**config.mk**
```make
export PLATFORM = sky130hd
export DESIGN_NAME = ab_gen
export DESIGN_NICKNAME = d
export VERILOG_FILES = /design/src/rtl/ab_gen.sv
export SDC_FILE = /design/constraint.sdc
export NUM_CORES = 1
export LEC_CHECK = 0
export CAP_MARGIN = 20
export CORE_ASPECT_RATIO = 0.5
export CORE_MARGIN = 2
export CORE_UTILIZATION = 30
export CTS_BUF_LIST = sky130_fd_sc_hd__clkbuf_4
export CTS_CLUSTER_DIAMETER = 120
export DETAILED_ROUTE_END_ITERATION = 12
export SYNTH_ARGS = -nofsm -noshare
export SYNTH_HDL_FRONTEND = slang
export SYNTH_SLANG_ARGS = --single-unit
```
**constraint.sdc**
```tcl
create_clock -name clk -period 9.5 [get_ports clk]
set_input_delay 1.9 -clock clk [delete_from_list [all_inputs] [get_ports clk]]
set_output_delay 1.9 -clock clk [all_outputs]
set_load 0.01 [all_outputs]
```
**src/rtl/ab_gen.sv**
```systemverilog
// ---------------------------------------------------------------------------
// ab_gen -- address-bus generator for the 65C02 core.
//
// Each rising edge (with rdy high and reset low) applies the address command
// `mode` from the control state machine and updates three registers:
//   AB  -- the 16-bit address bus presented to memory,
//   PC  -- a holding copy of the program counter, read by the data-out mux
//          when PCH/PCL are pushed,
//   ahl -- an internal 8-bit latch of the previous data-bus byte, used as the
//          low half of a two-byte absolute address.
//
// Ports
//   clk    in   1   core clock, rising edge active
//   reset  in   1   synchronous, active-high reset; wins over rdy and mode
//   rdy    in   1   low: AB, PC and ahl all hold
//   mode   in   4   address command from the control block
//   DB     in   8   data bus read in the current cycle
//   xyz    in   8   index operand (X, Y or zero)
//   sp     in   8   current stack pointer
//   vec    in   8   low byte of the interrupt/reset vector
//   cond   in   1   branch taken (only looked at in the branch command)
//   AB     out  16  registered address bus
//   PC     out  16  registered PC holding register
// ---------------------------------------------------------------------------
module ab_gen #(
  parameter logic [15:0] RESET_AB = 16'hFFFC
) (
  input  logic        clk,
  input  logic        reset,
  input  logic        rdy,
  input  logic [3:0]  mode,
  input  logic [7:0]  DB,
  input  logic [7:0]  xyz,
  input  logic [7:0]  sp,
  input  logic [7:0]  vec,
  input  logic        cond,
  output logic [15:0] AB,
  output logic [15:0] PC
);

  // Address commands. 0110 and 1101 are unused and fall into the default
  // branch, which behaves like the hold/capture command.
  typedef enum logic [3:0] {
    MODE_HOLD       = 4'b0000,
    MODE_FROM_PC    = 4'b0001,
    MODE_ABS_IDX_PC = 4'b0010,
    MODE_ZP_IDX     = 4'b0011,
    MODE_INC_PC     = 4'b0100,
    MODE_STACK_POP  = 4'b0101,
    MODE_BRANCH     = 4'b0111,
    MODE_STACK      = 4'b1000,
    MODE_STACK_PC   = 4'b1001,
    MODE_ABS_IDX    = 4'b1010,
    MODE_STACK_SAVE = 4'b1011,
    MODE_INC        = 4'b1100,
    MODE_ABS_IDX_P1 = 4'b1110,
    MODE_VECTOR     = 4'b1111
  } mode_e;

  logic [7:0]  ahl;

  logic [15:0] ab_nxt;
  logic [15:0] pc_nxt;
  logic [7:0]  ahl_nxt;

  // Shared datapath terms, all computed from pre-edge register values.
  logic [15:0] ab_inc;      // AB + 1
  logic [15:0] abs_idx;     // {DB,AHL} + xyz, full 16-bit carry into high byte
  logic [7:0]  zp_idx;      // (DB + xyz) mod 256, no page carry
  logic [7:0]  sp_inc;      // (sp + 1) mod 256, stays on page 1
  logic [15:0] br_off;      // sign-extended displacement, or 0 when not taken
  logic [15:0] br_target;   // AB + offset + 1
  logic [15:0] vec_inc;     // {FF,vec} + 1, wraps FFFF -> 0000

  assign ab_inc    = AB + 16'd1;
  assign abs_idx   = {DB, ahl} + {8'h00, xyz};
  assign zp_idx    = DB + xyz;
  assign sp_inc    = sp + 8'd1;
  assign br_off    = cond ? {{8{DB[7]}}, DB} : 16'h0000;
  assign br_target = AB + br_off + 16'd1;
  assign vec_inc   = {8'hFF, vec} + 16'd1;

  always_comb begin
    // NOTE: every target gets a "keep" default before the case, so commands
    // that leave a register untouched cannot infer a latch.
    ab_nxt  = AB;
    pc_nxt  = PC;
    ahl_nxt = ahl;

    case (mode_e'(mode))
      MODE_HOLD: begin
        ahl_nxt = DB;
      end
      MODE_FROM_PC: begin
        ab_nxt = PC;
      end
      MODE_ABS_IDX_PC: begin
        pc_nxt  = ab_inc;
        ahl_nxt = DB;
        ab_nxt  = abs_idx;
      end
      MODE_ZP_IDX: begin
        pc_nxt  = ab_inc;
        ahl_nxt = DB;
        ab_nxt  = {8'h00, zp_idx};
      end
      MODE_INC_PC: begin
        pc_nxt  = AB;
        ahl_nxt = DB;
        ab_nxt  = ab_inc;
      end
      MODE_STACK_POP: begin
        pc_nxt  = AB;
        ahl_nxt = DB;
        ab_nxt  = {8'h01, sp_inc};
      end
      MODE_BRANCH: begin
        pc_nxt  = AB;
        ahl_nxt = DB;
        ab_nxt  = br_target;
      end
      MODE_STACK: begin
        ab_nxt = {8'h01, sp};
      end
      MODE_STACK_PC: begin
        pc_nxt  = ab_inc;
        ahl_nxt = DB;
        ab_nxt  = {8'h01, sp};
      end
      MODE_ABS_IDX: begin
        ahl_nxt = DB;
        ab_nxt  = abs_idx;
      end
      MODE_STACK_SAVE: begin
        pc_nxt = AB;
        ab_nxt = {8'h01, sp};
      end
      MODE_INC: begin
        ahl_nxt = DB;
        ab_nxt  = ab_inc;
      end
      MODE_ABS_IDX_P1: begin
        ahl_nxt = DB;
        ab_nxt  = abs_idx + 16'd1;
      end
      MODE_VECTOR: begin
        ab_nxt = vec_inc;
      end
      default: begin
        // Unused codes act as the hold/capture command.
        ahl_nxt = DB;
      end
    endcase
  end

  // Reset discards whatever command is in flight, including a pending
  // PC/AHL update in the middle of a push sequence.
  always_ff @(posedge clk) begin
    // NOTE: non-blocking assignments so every register samples the same
    // pre-edge values, independent of statement order.
    if (reset) begin
      AB  <= RESET_AB;
      PC  <= 16'h0000;
      ahl <= 8'h00;
    end else if (rdy) begin
      AB  <= ab_nxt;
      PC  <= pc_nxt;
      ahl <= ahl_nxt;
    end
  end

endmodule

```
==> results.ini, run 1 <==
[logic_synthesis]
yosysSeqAreaShare = 0.1631
ys.warnings.count = 0
synth_cells = 663
synth-seq-cells = 40
yosys-top-cells-area = dfxtp_1 16%, ha_1 8.7%, xnor2_1 8.4%
synth_nets = 740
synth-edff-count = 0
ys_types = 74
synth_top_cell_by_area = dfxtp_1
synthDominantCellAreaShare = 0.1631
synth_area_um2 = 4910
syn_avg_cell_area_um2 = 7.405
synth-async-reset-ratio = 0
synth_top_flop_cell = dfxtp_1

[grt]
grt_use_total = 0.2003
overflow = 0
grt_max_degree = 45
grt_pass1_vias = 4768
grt_pass1_wl_mm = 27.10
grt_antenna_before_repair = 1

[sta]
final.setup.tns_ns = 0
whs_ns = 0.5249
setup_viol = 0
slew_headroom = 0.3141
fin_crit_ns = 4.862
drv_slew = 0
final.period_utilization = 0.5118
rsz0062_at_grt = false
finalHoldViolCount = 0
max_freq_mhz = 205.7
finClkSkew_ns = 0.02733
worst_slew_pin_slew_ns = 1.029

[clock_tree]
cts_root_buf = clkbuf_4
cts_tree = done
ctsHoldBuffers = 0
cts_buffer_depth = 2
clk_latency_ns = 0.38
ctsResizeCount = 0
cts_sinks = 40
cts_buffers = 5
cts_setup_buffers = 0
cts_htree_levels = 2
clk_pin_slew_worst_paths_ns = 0.16

[layout]
design_area_um2 = 5798
nNetsFinal = 786
fin_cells = 932
final_layout_size_suffix_gt1_frac = 0.03803
fillers = 1692
layout_commonest_cell = nor2_1
synthToLayoutAreaGrowth_pct = 18.09
layout_common_cells = 91 x nor2_1, 71 x clkdlybuf4s50_1, 47 x xnor2_1

[worst_setup_path]
r2r_end = AB[15]$_SDFFE_PP1P_
cp.arrival_ns = 5.16
worst_r2r_path_depth = 10
start_kind = input pin
crit_fanout = 5
critPathCaptureType = flop
r2r_setup_slack_ns = 6.28
rr_startpoint = ahl[0]$_SDFFE_PP0P_
critPathKind = in -> reg
crit_required_ns = 9.79

[hold_path]
hold_path.startpoint = ahl[6]$_SDFFE_PP0P_
holdPathEnd = ahl[6]$_SDFFE_PP0P_
min_path_type = reg -> reg
holdPathStages = 2

[drt]
drt-initial-drc-count = 414
num_vias = 5123
ant_nets = 0
wirelength_mm = 17.12
wire_per_inst_um = 18.37
drc = 0
drtPass1Iterations = 5
via_per_inst = 5.497

[die]
die_w_um = 184.9
initial_utilization = 0.3128
rows = 32
die_area_um2 = 17470
coreArea_um2 = 15700
die_h_um = 94.46
num_io_pins = 72

[pwr]
p_leak_nw = 2.086
power_density_nw_per_um2 = 113.8
vdd_drop_max_v = 0.00004987
fin_total_pwr_w = 0.0006600

[placed_design]
placedInstanceArea_um2 = 5712
dp_hpwl_mm = 13.40
place_congestion = 0.8750
port_buffers = 71
dp_cells = 923

[run_status]
status = completed

[flow_run]
cap_viol_max_count = 0

-- sequential cells by signal, summed over array words and instances (netlist names) --
signal  count
ahl         8
PC         16
AB         16
-- critical path, cell delays in order --
cell and delay, ns:
clkdlybuf4s50_1 0.43, ha_1 0.24, fa_1 0.43, a211oi_1 0.40
o22ai_1 0.17, nor4_2 0.28, nand3_1 0.19, a311o_1 0.41
nor4_1 0.24, xor2_1 0.11, a311o_1 0.36
-- routing by layer --
metal  share of wire  GRT usage  up-vias
met2            0.41     0.2968      176
met4          0.0058    0.02315        0
met1            0.51     0.3021     2389
met5               0          0        -
li1                -          -     2552
met3           0.078    0.04165        6
-- logic make-up after synthesis --
logic type,Yosys count,share of synthesized area
AOI/OAI and AO/OA,194,0.2760
muxes,9,0.01835
adders and majority gates,37,0.09888
and+or+nand+nor,261,0.2607
xor gates and xnor gates,72,0.1284
DFF,40,0.1631
buffers and inverters,50,0.05453
-- where the power goes --
group          leakage (nW)  switching, W  total, W  internal, W
sequential            0.331     0.0000289  0.000212     0.000183
clock                0.0418     0.0000731  0.000129    0.0000564
combinational          1.71      0.000177  0.000318     0.000142
total                  2.09      0.000279  0.000660     0.000381
-- cell type report --
cell class,instances,area [um^2],area share
Antenna cell,1,2.502,0.0004316
Multi-Input combinational cell,573,3841,0.6625
Clock inverter,3,46.29,0.007984
Inverter,14,52.55,0.009063
Clock buffer,5,37.54,0.006474
Sequential cell,40,800.8,0.1381
Tap cell,221,276.5,0.04769
Timing Repair Buffer,75,740.7,0.1278
-- cells in the mapped netlist (14+ instances only) --
master / instances
a21oi_1: 36
nand2_1: 40
xor2_1: 25
xnor2_1: 47
o21ai_0: 40
nor2_1: 91
nand3_1: 27
nor3_1: 20
clkbuf_1: 23
inv_1: 14
a211oi_1: 25
dfxtp_1: 40
ha_1: 34
-- worst max-delay path by stage --
stage	to	slack [ns]	from	depth (start not counted)
6_report	AB[15]$_SDFFE_PP1P_	4.64	xyz[0]	11
2_1_floorplan	AB[15]$_SDFFE_PP1P_	4.89	xyz[0]	11
4_1_cts	AB[15]$_SDFFE_PP1P_	4.63	xyz[0]	11
3_3_place_gp	AB[15]$_SDFFE_PP1P_	4.29	xyz[0]	11
5_1_grt	AB[15]$_SDFFE_PP1P_	4.44	xyz[0]	11
3_5_place_dp	AB[15]$_SDFFE_PP1P_	4.20	xyz[0]	11
-- through the flow --
| stage | setup WS, ns | utilization |
|---|---|---|
| 2_1_floorplan | 4.892 | - |
| 3_3_place_gp | 4.295 | 0.3639 |
| 3_5_place_dp | 4.196 | 0.3639 |
| 4_1_cts | 4.625 | 0.3693 |
| 5_1_grt | 4.440 | 0.3694 |
| 6_report | 4.638 | 0.3694 |
No activity file was read; power rests on OpenSTA's default activity.
==> inputs of run 2 (changes only) <==
==> constraint.sdc (replaced) <==
create_clock -name clk -period 4.3 [get_ports clk]
set_input_delay 0.86 -clock clk [delete_from_list [all_inputs] [get_ports clk]]
set_output_delay 0.86 -clock clk [all_outputs]
set_load 0.01 [all_outputs]
==> run 2 against run 1 <==
  * Clock power is 130% higher
  * Final area is 3.0% higher
  * Via count rose by 4.5%
  * Largest cell class unchanged
  * Largest power group unchanged
==> results.ini, run 2 (synthesis gave the netlist of run 1 again) <==
[clock_tree]
cts_setup_buffers = 0  ; unchanged
cts_root_buf = clkbuf_4
cts_buffer_depth = 2  ; unchanged
cts_buffers = 5  ; unchanged
cts_htree_levels = 2  ; unchanged
ctsHoldBuffers = 0  ; unchanged
cts_sinks = 40  ; unchanged
ctsResizeCount = 0  ; unchanged
clk_pin_slew_worst_paths_ns = 0.16  ; about the same
clk_latency_ns = 0.39  ; about the same
cts_tree = done

[die]
num_io_pins = 72  ; unchanged
rows = 32  ; unchanged
initial_utilization = 0.3128  ; unchanged
die_area_um2 = 17470  ; unchanged
coreArea_um2 = 15700  ; unchanged
die_w_um = 184.9  ; unchanged
die_h_um = 94.46  ; unchanged

[hold_path]
min_path_type = reg -> reg

[worst_setup_path]
critical-path-max-stage-delay_ns = 0.44  ; about the same
worst-path-buf-inv = 1  ; unchanged
crit_path_frequent_cell = a311o_1
critPathKind = in -> reg
start_kind = input pin
cp_cell_sequence = clkdlybuf4s50_1 > ha_1 > fa_1 > a211oi_1 > o22ai_1 > nor4_2 > nand3_1 > a311o_1 > nor4_1 > xor2_1 > a311o_1
cp_slowest_cell = clkdlybuf4s50_1
critPathCaptureType = flop
crit_required_ns = 4.60  ; -5.19 ns
crit_fanout = 5  ; unchanged
cp_top_family = compound AO/OA/AOI/OAI gates
cp.arrival_ns = 4.22  ; -0.94 ns

[pwr]
power.switching_w = 0.0006360  ; +130%
power_frac_seq = 0.312  ; -0.010
fin_total_pwr_w = 0.001495  ; +130%
p_leak_nw = 2.197  ; +5.3%
power_frac_comb = 0.490  ; +0.008
p_int_w = 0.0008585  ; +130%
power_frac_clock = 0.198  ; +0.002
power_density_nw_per_um2 = 250.3  ; +120%
vdd_drop_max_v = 0.0001053  ; +110%
switching_share = 0.4255  ; +0.003374

[sta]
slew_headroom = 0.5621  ; +0.2480
max_freq_mhz = 255.4
rsz0062_at_grt = false
worst_slew_pin_slew_ns = 0.6555  ; -0.3734 ns
final.period_utilization = 0.9107
finClkSkew_ns = 0.01595  ; -0.01138 ns
setup_viol = 0  ; unchanged
whs_ns = 0.5292  ; +0.004290 ns
setup_slack_ns = 0.3841  ; -4.254 ns
drv_slew = 0  ; unchanged
finalHoldViolCount = 0  ; unchanged
fin_crit_ns = 3.916

[grt]
grt_use_total = 0.2067  ; +0.006390
grt_antenna_before_repair = 1  ; unchanged
grt_pass1_wl_mm = 27.71  ; +2.3%
grt_max_degree = 44  ; -2.2%
grt_pass1_vias = 4948  ; +3.8%
overflow = 0  ; unchanged

[placed_design]
dp_hpwl_mm = 14.08  ; +5.1%
place_congestion = 0.9714  ; +11%
port_buffers = 71  ; unchanged
dpl_worst_slack_ns = -0.04695  ; -4.243 ns

[drt]
drt-initial-drc-count = 467  ; +13%
via_per_inst = 5.603  ; +1.9%
drtPass1Iterations = 5  ; unchanged
wire_per_inst_um = 18.77  ; +2.2%
drc = 0  ; unchanged
wirelength_mm = 17.93  ; +4.7%
ant_nets = 0  ; unchanged
num_vias = 5351  ; +4.5%

[layout]
layout_commonest_cell = nor2_1
nNetsFinal = 809  ; +2.9%
fillers = 1678  ; -0.83%
top_regs = AB: 16 flops, PC: 16 flops, ahl: 8 flops
synthToLayoutAreaGrowth_pct = 21.61
final_layout_size_suffix_gt1_frac = 0.06821  ; +0.03018
layout_common_cells = 91 x nor2_1, 71 x clkdlybuf4s50_1, 47 x xnor2_1

[run_status]
status = completed

[flow_run]
cap_viol_max_count = 0  ; unchanged

[run 2: changes by cell type in the layout (fill, tap and decap cells not counted), sizes merged]
cell / before / now
buf: 4 / 27
[run 2: path summary, 6_finish.rpt]
kind                                          start                   to  slack, ns  depth (start not counted)
worst min register to register  ahl[0]$_SDFFE_PP0P_  ahl[0]$_SDFFE_PP0P_       0.53                          2
worst max-delay path                         xyz[0]  AB[15]$_SDFFE_PP1P_       0.38                         11
worst max register to register  ahl[0]$_SDFFE_PP0P_  AB[15]$_SDFFE_PP1P_       0.98                         10
worst min-delay path            ahl[0]$_SDFFE_PP0P_  ahl[0]$_SDFFE_PP0P_       0.53                          2
[run 2: power groups by stage]
stage / Combinational [W] / Sequential (W) / Clock, W
finish: 0.000732 / 0.000467 / 0.000296
global route: 0.000796 / 0.000473 / 0.000319
CTS: 0.000719 / 0.000466 / 0.000300
detailed placement: 0.000715 / 0.000474 / 0
global placement: 0.000710 / 0.000475 / 0
floorplan: 0.000466 / 0.000459 / 0
[run 2: stage by stage]
| stage | TNS, ns | area [um^2] | std cells | utilization |
|---|---|---|---|---|
| after global routing | 0 | 5971 | 955 | 0.3804 |
| after global placement | 0 | 5884 | 946 | 0.3749 |
| after detailed placement | -0.04695 | 5884 | 946 | 0.3749 |
| after CTS | 0 | 5968 | 954 | 0.3803 |
| after floorplan | 0 | 4910 | 663 | - |
| final | 0 | 5971 | 955 | 0.3804 |
[run 2: final cells by class]
cell class              count  area, um^2  area share
clock inverters             3       46.29    0.007754
well taps                 221       276.5     0.04631
flip-flops and latches     40       800.8      0.1341
diodes                      1       2.502   0.0004191
inverters                  14       52.55    0.008801
repair buffers             98       913.4      0.1530
clock buffers               5       37.54    0.006287
multi-input cells         573        3841      0.6433
[run 2: layer usage]
| metal | part of all wire | GRT usage | vias up |
|---|---|---|---|
| li1 | - | - | 2588 |
| met1 | 0.49 | 0.3091 | 2520 |
| met2 | 0.40 | 0.2934 | 220 |
| met3 | 0.095 | 0.04936 | 23 |
| met4 | 0.014 | 0.04762 | 0 |
| met5 | 0 | 0 | - |
[run 2: worst reg2reg max path, delay by kind of cell (launching register included)]
family,cells,cell delay (ns)
adders and majority gates,2,0.64
AOI/OAI and AO/OA,4,1.34
and+or+nand+nor,3,0.78
xor gates and xnor gates,1,0.13
DFF,1,0.35
==> inputs of run 3 (changes only) <==
--- a/config.mk
+++ b/config.mk
@@ -8,10 +8,11 @@
 export CAP_MARGIN = 20
 export CORE_ASPECT_RATIO = 0.5
 export CORE_MARGIN = 2
-export CORE_UTILIZATION = 30
+export CORE_UTILIZATION = 35
 export CTS_BUF_LIST = sky130_fd_sc_hd__clkbuf_4
-export CTS_CLUSTER_DIAMETER = 120
+export CTS_CLUSTER_DIAMETER = 80
 export DETAILED_ROUTE_END_ITERATION = 12
+export PLACE_DENSITY_LB_ADDON = 0.3
 export SYNTH_ARGS = -nofsm -noshare
 export SYNTH_HDL_FRONTEND = slang
 export SYNTH_SLANG_ARGS = --single-unit
==> run 3 against run 2 <==
  * Utilization grew 5.0 points
  * Via count shrank 1.3%
  * Sequential cell count is the same
  * Sequential share of layout area grew 0.25 points
  * Worst hold slack lost 0.0037 ns
  * Critical path depth shrank 1
  * Final area shrank 1.8%
  * Global-route usage grew 2.6 points
  * Clock power shrank 25%
  * Largest cell class unchanged
  * Largest power group unchanged
==> results.ini, run 3 (synthesis gave the netlist of run 1 again) <==
[run_status]
status = completed

[pwr]
power_density_nw_per_um2 = 241.3  ; -3.6%
vdd_drop_max_v = 0.00008480  ; -19%
p_leak_nw = 2.152  ; -2.1%

[clock_tree]
cts_htree_levels = 2  ; unchanged
cts_setup_buffers = 0  ; unchanged
cts_buffer_depth = 2  ; unchanged
ctsHoldBuffers = 0  ; unchanged
clk_pin_slew_worst_paths_ns = 0.15  ; about the same
cts_tree = done
cts_sinks = 40  ; unchanged
cts_root_buf = clkbuf_4
cts_buffers = 5  ; unchanged
clk_latency_ns = 0.40  ; about the same
ctsResizeCount = 0  ; unchanged

[layout]
top_regs = AB: 16 flops, PC: 16 flops, ahl: 8 flops
fillers = 1435  ; -14%
layout_common_cells = 91 x nor2_1, 71 x clkdlybuf4s50_1, 47 x xnor2_1
design_area_um2 = 5862  ; -1.8%
multi_input_area_um2 = 3841  ; unchanged
final_layout_size_suffix_gt1_frac = 0.05915  ; -0.009066
synthToLayoutAreaGrowth_pct = 19.39
fin_cells = 920  ; -3.7%
ff_latch_area_um2 = 800.8  ; unchanged
layout_commonest_cell = nor2_1
final_util = 0.4302  ; +0.04979
nNetsFinal = 803  ; -0.74%

[die]
num_io_pins = 72  ; unchanged
rows = 30  ; -6.3%
die_h_um = 87.75  ; -7.1%
die_area_um2 = 15050  ; -14%
coreArea_um2 = 13630  ; -13%
die_w_um = 171.5  ; -7.3%
initial_utilization = 0.3603  ; +0.04751

[sta]
max_freq_mhz = 261.3  ; +2.3%
final.period_utilization = 0.8899  ; -0.02073
drv_slew = 0  ; unchanged
rsz0062_at_grt = false
worst_slew_pin_slew_ns = 1.041  ; +0.3858 ns
finalHoldViolCount = 0  ; unchanged
setup_viol = 0  ; unchanged
setup_slack_ns = 0.4733  ; +0.08912 ns
finClkSkew_ns = 0.02919  ; +0.01325 ns
final.setup.tns_ns = 0  ; unchanged
fin_crit_ns = 3.827  ; -0.08912 ns
slew_headroom = 0.3058  ; -0.2563

[placed_design]
place_congestion = 0.9564  ; -1.5%
port_buffers = 71  ; unchanged
dp_hpwl_mm = 13.74  ; -2.4%
placedInstanceArea_um2 = 5803  ; -1.4%
dp_cells = 911  ; -3.7%
dpl_worst_slack_ns = 0.01717  ; +0.06412 ns

[drt]
dr_wl_met2_mm = 6.780  ; -5.0%
highest_layer = met4
drtPass1Iterations = 5  ; unchanged
wirelength_mm = 17.40  ; -3.0%
via_per_inst = 5.738  ; +2.4%
drt-initial-drc-count = 491  ; +5.1%
met1Wirelength_mm = 8.591  ; -2.7%
wire_per_inst_um = 18.91  ; +0.72%
drc = 0  ; unchanged
wl_met3_mm = 1.803  ; +5.6%
num_vias = 5279  ; -1.3%
ant_nets = 0  ; unchanged

[grt]
grt_antenna_before_repair = 0  ; -1
grt_max_degree = 44  ; unchanged
overflow = 0  ; unchanged
grt_pass1_wl_mm = 26.72  ; -3.6%
grt_pass1_vias = 4775  ; -3.5%
grt_use_total = 0.2329  ; +0.02613

[hold_path]
min_path_type = reg -> reg
holdPathStages = 2  ; unchanged

[worst_setup_path]
crit_required_ns = 4.60  ; about the same
critical-path-max-stage-delay_ns = 0.52  ; +0.08 ns
crit_fanout = 6  ; +1
cp.arrival_ns = 4.13  ; -0.09 ns
cp_slowest_cell = clkdlybuf4s50_1
worst_r2r_path_depth = 10  ; unchanged
critPathKind = in -> reg
cp_cell_sequence = clkdlybuf4s50_1 > ha_1 > a211oi_2 > o21ai_1 > a311oi_1 > o2111ai_1 > nor3_1 > nand4b_1 > xnor2_1 > o311ai_1
critPathCaptureType = flop
start_kind = input pin

[flow_run]
cap_viol_max_count = 0  ; unchanged

==> run 3: worst paths after layout <==
path / from / to / slack [ns]
worst min-delay path: ahl[2]$_SDFFE_PP0P_ / ahl[2]$_SDFFE_PP0P_ / 0.53
worst min register to register: ahl[2]$_SDFFE_PP0P_ / ahl[2]$_SDFFE_PP0P_ / 0.53
worst max register to register: ahl[0]$_SDFFE_PP0P_ / AB[15]$_SDFFE_PP1P_ / 1.07
worst max-delay path: xyz[1] / AB[14]$_SDFFE_PP1P_ / 0.47
==> run 3: power breakdown <==
group	internal [W]	switching, W	total (W)
Clock	0.0000617	0.000161	0.000223
Combinational	0.000326	0.000396	0.000721
Sequential	0.000405	0.0000657	0.000471
==> run 3: cell type report <==
class | instances | share of cell area
well taps | 192 | 0.04098
flip-flops and latches | 40 | 0.1366
repair buffers | 92 | 0.1481
multi-input cells | 573 | 0.6553
inverters | 14 | 0.008965
clock inverters | 3 | 0.003202
diodes | 1 | 0.0004269
clock buffers | 5 | 0.006403
==> run 3: worst max-delay path, delay by kind of cell <==
family                     cells  cell delay [ns]
AOI/OAI and AO/OA              5             1.61
xor gates and xnor gates       1             0.15
adders and majority gates      1             0.35
buffers and inverters          1             0.52
and+or+nand+nor                2             0.62
==> run 3: metal layers <==
metal	track usage	vias to the layer above
met5	0	-
met4	0.04314	0
met3	0.04745	20
met2	0.3297	246
met1	0.3592	2431
li1	-	2582
==> run 3: metrics by stage <==
stage / total power, W / hold slack [ns]
3_5_place_dp: 0.001181 / 0.4925
6_report: 0.001415 / 0.5255
3_3_place_gp: 0.001176 / 0.4837
2_1_floorplan: 0.0009246 / 0.4585
5_1_grt: 0.001504 / 0.5392
4_1_cts: 0.001406 / 0.5269
